[src/rtl/bram_req_ctrl.sv]
// In-order request front-end for the BRAM wrapper: buffers read/write commands,
// issues one at a time and returns read data (or a timeout error) on a response channel.
module bram_req_ctrl #(
  parameter int ADDR_WIDTH = 15,
  parameter int DATA_WIDTH = 32,
  parameter int FIFO_DEPTH = 4,
  parameter int TIMEOUT    = 15
) (
  input  logic                             clk,
  input  logic                             rst,
  input  logic                             req_valid,
  output logic                             req_ready,
  input  logic                             req_we,
  input  logic [ADDR_WIDTH-1:0]            req_addr,
  input  logic [DATA_WIDTH-1:0]            req_wdata,
  output logic                             rsp_valid,
  input  logic                             rsp_ready,
  output logic [DATA_WIDTH-1:0]            rsp_rdata,
  output logic                             rsp_err,
  output logic                             mem_en,
  output logic                             mem_we,
  output logic [ADDR_WIDTH-1:0]            mem_addr,
  output logic [DATA_WIDTH-1:0]            mem_din,
  input  logic [DATA_WIDTH-1:0]            mem_dout,
  input  logic                             mem_valid,
  output logic                             busy,
  output logic [$clog2(FIFO_DEPTH+1)-1:0]  fifo_level
);

  localparam int PTR_W   = $clog2(FIFO_DEPTH);
  localparam int LVL_W   = $clog2(FIFO_DEPTH+1);
  localparam int CNT_W   = $clog2(TIMEOUT+1);
  localparam int ENTRY_W = 1 + ADDR_WIDTH + DATA_WIDTH;

  typedef enum logic [1:0] {
    IDLE    = 2'd0,
    ISSUE   = 2'd1,
    WAIT_RD = 2'd2,
    RESP    = 2'd3
  } state_t;

  state_t state, next_state;

  logic [ENTRY_W-1:0]    fifo_mem [FIFO_DEPTH];
  logic [PTR_W-1:0]      wr_ptr, rd_ptr;
  logic [LVL_W-1:0]      count;
  logic                  push, pop;

  logic                  cmd_we;
  logic [ADDR_WIDTH-1:0] cmd_addr;
  logic [DATA_WIDTH-1:0] cmd_din;
  logic [CNT_W-1:0]      tmo_cnt;
  logic                  tmo_hit;

  assign req_ready = (count != LVL_W'(FIFO_DEPTH));
  assign push      = req_valid && req_ready;
  assign tmo_hit   = (tmo_cnt == CNT_W'(TIMEOUT));

  // FIFO storage carries no reset; occupancy is tracked by the pointers and count.
  always_ff @(posedge clk) begin
    if (push) fifo_mem[wr_ptr] <= {req_we, req_addr, req_wdata};
  end

  always_ff @(posedge clk or negedge rst) begin
    if (!rst) begin
      wr_ptr <= '0;
      rd_ptr <= '0;
      count  <= '0;
    end else begin
      if (push) wr_ptr <= wr_ptr + PTR_W'(1);
      if (pop)  rd_ptr <= rd_ptr + PTR_W'(1);
      case ({push, pop})
        2'b10:   count <= count + LVL_W'(1);
        2'b01:   count <= count - LVL_W'(1);
        default: count <= count;
      endcase
    end
  end

  always_ff @(posedge clk or negedge rst) begin
    if (!rst) state <= IDLE;
    else      state <= next_state;
  end

  always_comb begin
    next_state = state;
    pop        = 1'b0;
    case (state)
      IDLE: begin
        if (count != '0) begin
          pop        = 1'b1;
          next_state = ISSUE;
        end
      end
      ISSUE:   next_state = cmd_we ? IDLE : WAIT_RD;
      WAIT_RD: if (mem_valid || tmo_hit) next_state = RESP;
      RESP:    if (rsp_ready) next_state = IDLE;
      default: next_state = IDLE;
    endcase
  end

  // Command registers double as the wrapper address/data, so they hold after issue.
  always_ff @(posedge clk or negedge rst) begin
    if (!rst) begin
      cmd_we    <= 1'b0;
      cmd_addr  <= '0;
      cmd_din   <= '0;
      tmo_cnt   <= '0;
      rsp_rdata <= '0;
      rsp_err   <= 1'b0;
    end else begin
      if (pop) {cmd_we, cmd_addr, cmd_din} <= fifo_mem[rd_ptr];
      if (state == ISSUE) tmo_cnt <= CNT_W'(1);
      if (state == WAIT_RD) begin
        if (mem_valid) begin
          rsp_rdata <= mem_dout;
          rsp_err   <= 1'b0;
        end else if (tmo_hit) begin
          rsp_rdata <= '0;
          rsp_err   <= 1'b1;
        end else begin
          tmo_cnt <= tmo_cnt + CNT_W'(1);
        end
      end
    end
  end

  assign mem_en     = (state == ISSUE);
  assign mem_we     = (state == ISSUE) && cmd_we;
  assign mem_addr   = cmd_addr;
  assign mem_din    = cmd_din;
  assign rsp_valid  = (state == RESP);
  assign busy       = (state != IDLE) || (count != '0);
  assign fifo_level = count;

endmodule

[config.mk]
export PLATFORM = sky130hd
export DESIGN_NAME = bram_req_ctrl
export DESIGN_NICKNAME = d
export VERILOG_FILES = /design/src/rtl/bram_req_ctrl.sv
export SDC_FILE = /design/constraint.sdc
export NUM_CORES = 1
export LEC_CHECK = 0
export ABC_CLOCK_PERIOD_IN_PS = 2300
export BUFFER_PORTS_ARGS = -buffer_cell sky130_fd_sc_hd__buf_2
export CELL_PAD_IN_SITES_DETAIL_PLACEMENT = 0
export CELL_PAD_IN_SITES_GLOBAL_PLACEMENT = 1
export CORE_UTILIZATION = 44
export DETAILED_ROUTE_END_ITERATION = 12
export MAX_ROUTING_LAYER = met4
export PLACE_DENSITY_LB_ADDON = 0.08
export SYNTH_ARGS = -nofsm -noshare
export SYNTH_HDL_FRONTEND = slang
export SYNTH_SLANG_ARGS = --single-unit
[constraint.sdc]
create_clock -name clk -period 2.3 [get_ports clk]
set_clock_uncertainty 0.05 [all_clocks]
set_input_delay 0.46 -clock clk [delete_from_list [all_inputs] [get_ports clk]]
set_output_delay 0.46 -clock clk [all_outputs]
set_load 0.03 [all_outputs]
==> results.toml, run 1 <==
[critical_path]
rrSetupSlack_ns = 0.11
path_cells = "or3b_4 > and2_4 > inv_1 > ha_2 > inv_1 > fa_2 > xor2_1 > nor2_1 > xor2_1"
cp.required_ns = 2.70
r2r_start = "fifo_level[2]"
rr_endpoint = "fifo_level[2]"
cp.arrival_ns = 2.59
slowest_delay_ns = 0.42
crit_type = "reg -> reg"
cp_max_fo = 6
cp-end-kind = "register"
reg2reg_depth = 9
startpoint_type = "register"
cp_slowest_cell = "dfrtp_2"

[drt]
post_drt_wl_per_cell_um = 19.7
drc = 0
drt-total-wl_um = 20600
firstDrtPassIters = 4
drt_iter0_drc = 256
vias = 5350
avgViaCountPerCell = 5.12
final_antenna_net_count = 0

[hold_path]
holdPathEnd = "fifo_mem[3][2]"
hold_class = "in -> reg"
holdPathStages = 1
worstHoldStart = "req_wdata[2]"

[timing]
slew_viol_final = 0
slew_headroom = 0.594
worstMarginPinSlew_ns = 0.608
fmax_mhz = 456
rsz0062_at_grt = "no"
hold_violations = 0
setup_viol = 0
final.period_utilization = 0.954
holdWs_ns = 0.0664
finalCriticalPeriod_ns = 2.19
fin_setup_tns_ns = 0

[clock_tree]
clock_path_buffers = 3
cts.clk_slew.worst_paths_ns = 0.06
cts.sinks = 286
htreeDepth = 1
cts-root-buf = "clkbuf_16"
clock_latency_ns = 0.55
cts_buffers = 30
cts_tree = "done"

[yosys]
syn-cell-area_um2 = 10700
syn_nets = 593
ys_dominant_reg_cell = "edfxtp_1"
ys_seq_elements = 286
yosysWarnings = 0
synth.top_cell.area_share = 0.541
async_reset_ff_frac = 0.329
yosysSeqAreaShare = 0.761
syn_area_per_cell_um2 = 21.3
synth_edf_count = 192
synth_area_leaders = "edfxtp_1, dfrtp_1, mux4_2, mux2_2, a22o_1"
netlist.top_cell.by_area = "edfxtp_1"
ys_types = 44
synthCells = 501

[global_routing]
grt-ovfl-total = 0
grt.total_usage = 0.172
grt_pass1_wl_um = 30900
grt_max_degree = 67
grt_pass1_vias = 5609
antenna_found_initial = 2

[layout]
final_cell_mix = "edfxtp_1, buf_2, dfrtp_1"
area_delta_synth_final_pct = 22.0
nets = 792
stdcell_count = 1044
drive_above_1_share = 0.480
final_common_cell = "edfxtp_1"

[pwr]
peakVddDrop_uv = 718
switching_share = 0.333
power.density_nw_per_um2 = 1460
cell_internal_pwr_mw = 12.7
p_switching_mw = 6.34
clkPwrFrac = 0.239
power_frac_seq = 0.406
pwr-share-comb = 0.355
p_leak_nw = 5.03

[floorplanning]
dieWidth_um = 158
core-area_um2 = 23600
chipHeight_um = 158
ioPinCount = 173
start_util = 0.452
dieArea_um2 = 24900
row_count = 56

[run]
maxCapViolCount = 0

[placed_design]
dp.cells = 985
detailed_place_hpwl_um = 12200
port_buffers = 172
place_congestion = 0.731

[run_status]
status = "finished, final reports clean"
==> power groups by stage <==
stage	combinational [mW]	sequential (mW)	clock (mW)
after floorplan	3.48	9.13	0
after global placement	6.80	7.76	0
after detailed placement	6.89	7.85	0
after CTS	6.91	7.76	4.69
after global routing	7.26	7.90	4.86
final	6.77	7.73	4.55
==> flip-flops by register name, indices dropped and copies added, names as in the netlist, named ones only <==
name        count
state           1
fifo_mem      192
rsp_rdata      32
fifo_level      3
cmd_we          1
wr_ptr          2
rsp_err         1
mem_din        32
mem_addr       15
tmo_cnt         4
rd_ptr          2
==> how the worst max path moves through the flow <==
stage | from | endpoint | slack, ns | cells after the start
after global routing | fifo_level[2] | fifo_level[2] | 0.01 | 9
after CTS | fifo_level[1] | fifo_level[2] | 0.05 | 9
final | fifo_level[2] | fifo_level[2] | 0.11 | 9
after detailed placement | fifo_level[1] | fifo_level[2] | 0.06 | 9
after global placement | fifo_level[1] | fifo_level[2] | 0.1 | 9
after floorplan | fifo_level[1] | fifo_level[2] | 0.002 | 9
==> critical path, delay by kind of cell, from the launching register on <==
family / cells / cell delay (ns)
DFF: 1 / 0.42
and+or+nand+nor: 3 / 0.73
adders and majority gates: 2 / 0.51
buffers and inverters: 2 / 0.10
xor gates and xnor gates: 2 / 0.30
==> cell usage after synthesis (2+ instances only) <==
cell        n
edfxtp_1  192
dfrtp_1    94
mux2_2     48
mux4_2     48
a22o_1     32
buf_2       9
inv_1       9
ha_1        6
and3_1      5
buf_4       5
buf_6       5
nor2_1      5
xnor2_1     5
clkbuf_1    4
and2_2      2
mux2i_1     2
nand2_1     2
xor2_1      2
==> repair_timing <==
action / in CTS / in global routing
hold buffers: 1 / 0
buffers inserted: 0 / 1
resized for setup: 0 / 3
hold endpoints to repair: 54 / 0
setup endpoints to repair: 0 / 1
==> logic make-up (layout without fill, tap and decap cells) <==
group / Yosys count / after routing / synth area share
adders and majority gates: 7 / 7 / 0.00892
muxes: 100 / 100 / 0.156
xor gates and xnor gates: 7 / 7 / 0.00575
and+or+nand+nor: 27 / 27 / 0.0171
DFF: 286 / 286 / 0.761
AOI/OAI and AO/OA: 41 / 41 / 0.0325
buffers and inverters: 33 / 255 / 0.0180
other: 0 / 2 / 0
==> final cells by class <==
| cell class | count | area [um2] |
|---|---|---|
| Fill cell | 1853 | 10600 |
| Sequential cell | 286 | 8130 |
| Timing Repair Buffer | 191 | 1120 |
| Inverter | 9 | 33.8 |
| Clock inverter | 10 | 113 |
| Antenna cell | 2 | 5.00 |
| Tap cell | 319 | 399 |
| Clock buffer | 45 | 827 |
| Multi-Input combinational cell | 182 | 2380 |
==> per-stage QoR <==
stage / power (mW) / utilization / worst slack, ns / instance area [um2]
after floorplan: 12.6 / - / 0.00176 / 10700
after global placement: 14.6 / 0.510 / 0.0988 / 12000
after detailed placement: 14.7 / 0.510 / 0.0588 / 12000
after CTS: 19.4 / 0.550 / 0.0488 / 13000
after global routing: 20.0 / 0.551 / 0.0127 / 13000
final: 19.1 / 0.551 / 0.106 / 13000
==> per-layer routing <==
| layer | vias up | GRT usage | part of all wire |
|---|---|---|---|
| met2 | 170 | 0.291 | 0.48 |
| met3 | 31 | 0.0386 | 0.065 |
| met4 | 0 | 0.0439 | 0.020 |
| li1 | 2400 | - | - |
| met1 | 2749 | 0.210 | 0.43 |
| met5 | - | - | 0 |
(Power assumes the default switching activity.)
==> run 2, diff against run 1 <==
CORE_UTILIZATION = 38   (was 44)
==> run 2 against run 1 <==
Against the previous run:
- final cell count grew 5.7%
- total power decreased by 0.10%
- global-route usage decreased by 1.3 points
==> results.toml, run 2 (synthesized netlist as in run 1, its figures left out) <==
[timing]
holdWs_ns = 0.0706
slew_viol_final = 0
setup_viol = 0
worstMarginPinSlew_ns = 0.604
finalCriticalPeriod_ns = 2.27
slew_headroom = 0.598
hold_violations = 0
final.period_utilization = 0.985
fmax_mhz = 441

[layout]
stdcell_count = 1104
final_cell_mix = "edfxtp_1, buf_2, dfrtp_1"
final_core_util = 0.479
drive_above_1_share = 0.484
regMostFlops = "fifo_mem"
largest_register_ffs = 192
final_common_cell = "edfxtp_1"
nets = 795
fill_cells = 2337
area_delta_synth_final_pct = 22.4

[hold_path]
hold_class = "in -> reg"

[critical_path]
startpoint_type = "register"
path_cells = "or3b_4 > and2_4 > inv_1 > ha_2 > inv_1 > fa_1 > xor2_1 > nor2_1 > xor2_1"
cp_max_fo = 6
cp.required_ns = 2.71
rrSetupSlack_ns = 0.03
cp_slowest_cell = "dfrtp_2"
slowest_delay_ns = 0.41
crit_type = "reg -> reg"
cp-end-kind = "register"
cp.arrival_ns = 2.68

[drt]
drc = 0
firstDrtPassIters = 4
post_drt_wl_per_cell_um = 19.6
vias = 5366
avgViaCountPerCell = 4.86
drt_iter0_drc = 273
drt-total-wl_um = 21600
final_antenna_net_count = 0

[floorplanning]
row_count = 60
dieWidth_um = 170
start_util = 0.391
chipHeight_um = 170
core-area_um2 = 27300
ioPinCount = 173
dieArea_um2 = 28700

[pwr]
pwr-share-comb = 0.355
clkPwrFrac = 0.242
peakVddDrop_uv = 673
power_frac_seq = 0.404
cell_internal_pwr_mw = 12.6
totalPowerFinal_mw = 19.0
power.density_nw_per_um2 = 1460
switching_share = 0.336
p_leak_nw = 5.05
p_switching_mw = 6.39

[run_status]
status = "finished, final reports clean"

[placed_design]
detailed_place_hpwl_um = 13000
dp.cells = 1040
port_buffers = 172
place_congestion = 0.752

[clock_tree]
cts_tree = "done"
htreeDepth = 1
cts.clk_slew.worst_paths_ns = 0.06
cts-root-buf = "clkbuf_16"
clock_path_buffers = 3
clock_latency_ns = 0.55
cts_buffers = 31
cts.sinks = 286

[global_routing]
grt.total_usage = 0.159
grt_pass1_wl_um = 33400
grt-ovfl-total = 0
antenna_found_initial = 4
grt_max_degree = 50
grt_pass1_vias = 5841

[run]
maxCapViolCount = 0
run 2: area by class of cell:
class / count / area, um2 / share of cell area
inverters: 9 / 33.8 / 0.00259
flip-flops and latches: 286 / 8130 / 0.623
clock buffers: 43 / 861 / 0.0660
repair buffers: 193 / 1090 / 0.0832
multi-input cells: 182 / 2370 / 0.182
clock inverters: 15 / 93.8 / 0.00719
well taps: 372 / 465 / 0.0357
diodes: 4 / 10.0 / 0.000767
run 2: what timing repair did:
action                                 CTS  global route
buffers inserted                         0             1
endpoints found under the hold margin   26             0
resized for setup                        0             1
setup endpoints to repair                0             1
hold buffers                             1             0
run 2: power groups by stage:
stage,sequential (mW),combinational (mW),clock (mW)
3_5_place_dp,7.81,6.90,0
4_1_cts,7.71,6.92,4.75
5_1_grt,7.84,7.29,4.94
6_report,7.69,6.75,4.60
3_3_place_gp,7.72,6.82,0
2_1_floorplan,9.13,3.48,0
run 2: final timing paths:
path	from	end	depth (start not counted)
setup / recovery	fifo_level[1]	fifo_level[2]	9
hold / removal	req_wdata[31]	fifo_mem[1][31]	1
setup reg to reg	fifo_level[1]	fifo_level[2]	9
hold reg to reg	rsp_rdata[20]	rsp_rdata[20]	1
max in group asynchronous	rst	fifo_level[0]	3
min in group asynchronous	rst	rsp_rdata[1]	2
run 2: layer usage:
metal | wire length, um | GRT usage | part of all wire
met1 | 9150 | 0.194 | 0.42
met2 | 10700 | 0.267 | 0.50
met3 | 1270 | 0.0364 | 0.059
met4 | 474 | 0.0392 | 0.022
met5 | 0 | - | 0
run 2: stage by stage:
step                      setup WS [ns]  cell area (um2)  TNS (ns)
after global routing            -0.0715            13100   -0.0715
after floorplan                 0.00176            10700         0
after global placement           0.0915            12100         0
after CTS                        0.0365            13000         0
final                            0.0350            13100         0
after detailed placement         0.0551            12100         0
run 2: critical path: cells and delay by family, from the launching register on:
family | cells | cell delay, ns
and+or+nand+nor | 3 | 0.74
adders and majority gates | 2 | 0.55
xor gates and xnor gates | 2 | 0.33
buffers and inverters | 2 | 0.11
DFF | 1 | 0.41
